`src/rtl/grf_pkg.sv`:
```
// Shared constants and helpers for the multiport general register file.
// Imported by the storage top and the pending-register scoreboard.
package grf_pkg;

    localparam int DATA_W_DEF = 32;
    localparam int ADDR_W_DEF = 5;
    localparam int REG_ZERO   = 0;

    // Low bit of element idx in a flattened bus of w-bit elements.
    function automatic int slice_lo(input int idx, input int w);
        return idx * w;
    endfunction

endpackage

```
`src/rtl/grf_scoreboard.sv`:
```
// Pending-producer scoreboard: one bit per register, popcount register,
// and per-read-port busy lookup with optional same-cycle writeback bypass.
module grf_scoreboard
    import grf_pkg::*;
#(
    parameter int ADDR_W   = ADDR_W_DEF,
    parameter int NUM_RD   = 2,
    parameter int NUM_WR   = 1,
    parameter int ZERO_REG = 1,
    parameter int BYPASS   = 1
) (
    input  logic                     clk,
    input  logic                     reset,
    input  logic [NUM_RD*ADDR_W-1:0] rd_addr,
    output logic [NUM_RD-1:0]        rd_busy,
    input  logic [NUM_WR-1:0]        wr_en,
    input  logic [NUM_WR*ADDR_W-1:0] wr_addr,
    input  logic                     rsv_en,
    input  logic [ADDR_W-1:0]        rsv_addr,
    output logic [ADDR_W:0]          pend_cnt
);

    localparam int DEPTH = 1 << ADDR_W;

    logic [DEPTH-1:0] pend;
    logic [DEPTH-1:0] set_v;
    logic [DEPTH-1:0] clr_v;
    logic [DEPTH-1:0] pend_nxt;
    logic [ADDR_W:0]  cnt_nxt;

    function automatic logic is_zero(input logic [ADDR_W-1:0] a);
        return (ZERO_REG != 0) && (a == ADDR_W'(REG_ZERO));
    endfunction

    // A new reservation beats a writeback to the same register.
    always_comb begin
        set_v = '0;
        clr_v = '0;
        if (rsv_en && !is_zero(rsv_addr)) begin
            set_v[rsv_addr] = 1'b1;
        end
        for (int j = 0; j < NUM_WR; j++) begin
            if (wr_en[j]) begin
                clr_v[wr_addr[slice_lo(j, ADDR_W) +: ADDR_W]] = 1'b1;
            end
        end
        pend_nxt = set_v | (pend & ~clr_v);
    end

    always_comb begin
        cnt_nxt = '0;
        for (int r = 0; r < DEPTH; r++) begin
            cnt_nxt = cnt_nxt + (ADDR_W + 1)'(pend_nxt[r]);
        end
    end

    always_ff @(posedge clk) begin
        if (reset) begin
            pend     <= '0;
            pend_cnt <= '0;
        end else begin
            pend     <= pend_nxt;
            pend_cnt <= cnt_nxt;
        end
    end

    for (genvar i = 0; i < NUM_RD; i++) begin : g_busy
        logic [ADDR_W-1:0] a;
        assign a = rd_addr[slice_lo(i, ADDR_W) +: ADDR_W];

        always_comb begin
            rd_busy[i] = pend[a];
            if ((BYPASS != 0) && clr_v[a]) begin
                rd_busy[i] = 1'b0;
            end
            if (is_zero(a)) begin
                rd_busy[i] = 1'b0;
            end
        end
    end

endmodule

```
`src/rtl/grf_multiport.sv`:
```
// Parametrised multiport general register file with write-through bypass
// and a pending-producer scoreboard for the hazard unit.
module grf_multiport
    import grf_pkg::*;
#(
    parameter int DATA_W   = DATA_W_DEF,
    parameter int ADDR_W   = ADDR_W_DEF,
    parameter int NUM_RD   = 2,
    parameter int NUM_WR   = 1,
    parameter int ZERO_REG = 1,
    parameter int BYPASS   = 1
) (
    input  logic                     clk,
    input  logic                     reset,
    input  logic [NUM_RD*ADDR_W-1:0] rd_addr,
    output logic [NUM_RD*DATA_W-1:0] rd_data,
    output logic [NUM_RD-1:0]        rd_busy,
    input  logic [NUM_WR-1:0]        wr_en,
    input  logic [NUM_WR*ADDR_W-1:0] wr_addr,
    input  logic [NUM_WR*DATA_W-1:0] wr_data,
    input  logic                     rsv_en,
    input  logic [ADDR_W-1:0]        rsv_addr,
    output logic [ADDR_W:0]          pend_cnt
);

    localparam int DEPTH = 1 << ADDR_W;

    logic [DATA_W-1:0] regs [DEPTH];
    logic [ADDR_W-1:0] wa   [NUM_WR];
    logic [DATA_W-1:0] wd   [NUM_WR];

    function automatic logic is_zero(input logic [ADDR_W-1:0] a);
        return (ZERO_REG != 0) && (a == ADDR_W'(REG_ZERO));
    endfunction

    for (genvar j = 0; j < NUM_WR; j++) begin : g_wr
        assign wa[j] = wr_addr[slice_lo(j, ADDR_W) +: ADDR_W];
        assign wd[j] = wr_data[slice_lo(j, DATA_W) +: DATA_W];
    end

    // Later ports are issued last, so the highest index wins on a collision.
    always_ff @(posedge clk) begin
        if (reset) begin
            for (int r = 0; r < DEPTH; r++) begin
                regs[r] <= '0;
            end
        end else begin
            for (int j = 0; j < NUM_WR; j++) begin
                if (wr_en[j] && !is_zero(wa[j])) begin
                    regs[wa[j]] <= wd[j];
                end
            end
        end
    end

    for (genvar i = 0; i < NUM_RD; i++) begin : g_rd
        logic [ADDR_W-1:0] a;
        logic [DATA_W-1:0] d;
        assign a = rd_addr[slice_lo(i, ADDR_W) +: ADDR_W];

        always_comb begin
            d = regs[a];
            if (BYPASS != 0) begin
                for (int j = 0; j < NUM_WR; j++) begin
                    if (wr_en[j] && (wa[j] == a)) begin
                        d = wd[j];
                    end
                end
            end
            if (is_zero(a)) begin
                d = '0;
            end
        end

        assign rd_data[slice_lo(i, DATA_W) +: DATA_W] = d;
    end

    grf_scoreboard #(
        .ADDR_W  (ADDR_W),
        .NUM_RD  (NUM_RD),
        .NUM_WR  (NUM_WR),
        .ZERO_REG(ZERO_REG),
        .BYPASS  (BYPASS)
    ) u_sb (
        .clk     (clk),
        .reset   (reset),
        .rd_addr (rd_addr),
        .rd_busy (rd_busy),
        .wr_en   (wr_en),
        .wr_addr (wr_addr),
        .rsv_en  (rsv_en),
        .rsv_addr(rsv_addr),
        .pend_cnt(pend_cnt)
    );

endmodule

```
`config.mk`:
```
export PLATFORM = sky130hd
export DESIGN_NAME = grf_multiport
export DESIGN_NICKNAME = d
export VERILOG_FILES = /design/src/rtl/grf_pkg.sv /design/src/rtl/grf_scoreboard.sv /design/src/rtl/grf_multiport.sv
export SDC_FILE = /design/constraint.sdc
export NUM_CORES = 2
export LEC_CHECK = 0
export ABC_CLOCK_PERIOD_IN_PS = 15200
export CAP_MARGIN = 20
export CORE_ASPECT_RATIO = 2
export CORE_MARGIN = 3
export CORE_UTILIZATION = 35
export CTS_CLUSTER_DIAMETER = 200
export DETAILED_ROUTE_END_ITERATION = 8
export MAX_ROUTING_LAYER = met4
export PLACE_DENSITY = 0.59
export SLEW_MARGIN = 20
export SYNTH_ARGS = -nofsm -noshare
export SYNTH_HDL_FRONTEND = slang
export SYNTH_SLANG_ARGS = --single-unit
```
`constraint.sdc`:
```
create_clock -name clk -period 15.2 [get_ports clk]
set_input_delay 3.04 -clock clk [delete_from_list [all_inputs] [get_ports clk]]
set_output_delay 3.04 -clock clk [all_outputs]
set_load 0.05 [all_outputs]
```
==> metrics.txt <==
status=finished, final reports clean; clk slew on worst S/H paths=0.07 ns; Yosys cell types=64; DRT antenna net count=0; CTS hold repair buffers=0; wire length on met2=~110 mm; Final Wtd Congestion=0.866; CTS tree=done; number of synthesized flops with an enable pin=1024; Routed Wire Length=~220 mm; Leak=21.1 nW; Power Total=7.02 mW; Fmax=0.0950 GHz; min Tclk post-route=10.53 ns; reg-to-reg setup timing slack=9.84 ns; largest net degree at the start of global routing=slightly above 100; worst stage delay on the critical path=0.89 ns; r2r worst-path depth=16; Initial Util=0.352; Longest Clk Path Bufs=3; RR Endpoint=u_sb.pend_cnt[4]; CP Cell Sequence=buf_8 -> buf_4 -> buf_4 -> mux4_2 -> a22oi_1 -> nand2_1 -> a221o_1 -> clkdlybuf4s50_1; PortBufs=127; Worst path most repeated cell=buf_4; synth top area cells=edfxtp_1 (54%), mux4_2 (20%), and2_1 (8.9%), a22oi_1 (2.7%), nor3_1 (1.8%); CP Launch Type=input pin; I/O pin count=around 130; Seq/Total Area, Yosys=0.551; layout cells sized above 1=0.226; post-synth top area share=0.537; WS Path Type=input pin to primary output; initial antenna violation count=20; Req. time, crit path=12.16 ns; Fin Hold WS=0.582 ns; mapped cell area=between 50000 and 60000 um^2; commonest non-fill, non-tap cell in the layout=edfxtp_1; worst skew pair latency=0.69 ns; final setup violation count=0; die area=169000 um^2; vias in the first global route=39700; depth of the worst hold-timing path=2; via/cell ratio=roughly 6.4; Rows=209; core area=162000 um^2; Slew Viols, Final=0; headroom to the max-slew limit=0.250; Async SR Flop Fraction=0; crit path DAT=7.49 ns; Cell Count, Final, Fillers Out=6069; first-pass GRT wire length=309 mm; Max VDD drop=0.0938 mV; most frequent cells in the layout=edfxtp_1 (1024), and2_1 (811), mux4_2 (499), nor3_1 (207), a22oi_1 (206); Hold Startpoint=u_sb.pend[24]; RSZ-0062 raised after global routing=false; Crit Path Max Fanout=74; PD cells=110 nW/um^2; M1 wire length=73.6 mm; # Post-CTS Setup Buffers=0; routed length per placed instance=between 30 and 40 um; TritonRoute pass-1 iters=8; setup TNS=0 ns; Num CTS Buffers=91; fill cell count=14800; number of max-cap violations=0; Post-route DRC=0; TritonCTS Sinks=1062; worst r2r src=u_sb.pend[0]; top_reg_cell synth=edfxtp_1; DP Cell Count=5879; Die W=292 um; CTS Root Cell=clkbuf_16; Hold Path End=u_sb.pend[24]; Syn Area/Cell=approximately 15 um^2; Hold WC Path Type=register to register; CP startpoint=rd_addr[1]; Fin. Hold Viols=0; CTS H-tree lvls=3; register bit total from synthesis=1062; half-perimeter wire length after detailed placement=129 mm; final period utilization=0.693; Cells after Synth=a little under 4000; Worst Tran Pin Value=around 1.1 ns; GRT Overall Usage=0.271; Critical-path top delay cell=buf_4; max layer used=met4; via count=38600; area growth from synthesis to layout=11.4%; area leader, netlist=edfxtp_1; Final nets=3950; crit end category=primary output; die height=578 um; Max Clock Skew=0.0120 ns; Gates resized, CTS repair=0; Initial DRC Count=~4900; met3 WL=about 20 mm; total grt overflow=0; number of synthesis warnings=0
through the flow:
stage	setup WS, ns	util	area [um^2]
CTS	4.63	0.392	63700
detailed placement	4.63	0.373	60600
floorplan	6.66	-	57300
global placement	4.61	0.373	60600
finish	4.67	0.392	63700
global route	4.52	0.392	63700
sequential cells by signal, summed over array words and instances (netlist names):
| name | cells |
|---|---|
| u_sb.pend_cnt | 6 |
| u_sb.pend | 32 |
| regs | 1024 |
layout make-up:
class | instances | area (um^2) | area share
flip-flops and latches | 1062 | 31500 | 0.494
inverters | 35 | 131 | 0.00206
clock buffers | 111 | 2430 | 0.0382
repair buffers | 255 | 2250 | 0.0353
well taps | 2110 | 2640 | 0.0414
multi-input cells | 2417 | 24100 | 0.377
clock inverters | 56 | 652 | 0.0102
diodes | 23 | 57.6 | 0.000903
cells in the mapped netlist, types with 38 or more instances:
cell and n:
clkbuf_1 262, mux2i_1 57, nor2_1 96, a22oi_1 206, buf_2 85, a21oi_1 51, dfxtp_1 38, mux4_2 499
nor3_1 209, and2_1 813, edfxtp_1 1024, nand2_1 86
routing by layer:
metal / track usage / vias to the layer above
li1: - / 15100
met1: 0.292 / 20000
met2: 0.452 / 2627
met3: 0.0441 / 812
met4: 0.198 / 0
met5: - / -
worst max-delay path: cells and delay by family:
kind | cells | cell delay (ns)
buffers and inverters | 4 | 2.96
and+or+nand+nor | 1 | 0.14
muxes | 1 | 0.60
AOI/OAI and AO/OA | 2 | 0.59
worst max path at each step:
stage                  endpoint  depth (start not counted)
floorplan           rd_data[12]                          9
global placement    rd_data[26]                          8
detailed placement  rd_data[20]                          8
CTS                 rd_data[20]                          8
global route        rd_data[20]                          8
finish              rd_data[26]                          8
kinds of logic after synthesis:
| kind of cell | count (synthesis) | share of synthesized area |
|---|---|---|
| adders and majority gates | 32 | 0.0101 |
| DFF | 1062 | 0.551 |
| other | 1 | 0.0000655 |
| AOI/OAI and AO/OA | 442 | 0.0573 |
| buffers and inverters | 459 | 0.0368 |
| xor gates and xnor gates | 13 | 0.00199 |
| muxes | 572 | 0.210 |
| and+or+nand+nor | 1326 | 0.133 |
power breakdown:
group | total, mW | internal [mW] | switching (mW)
registers | 3.45 | 3.36 | 0.0818
clock network | 2.53 | 1.38 | 1.15
logic | 1.05 | 0.387 | 0.661
total | 7.02 | 5.13 | 1.89
Note: power is estimated with default switching activity, not from simulation.
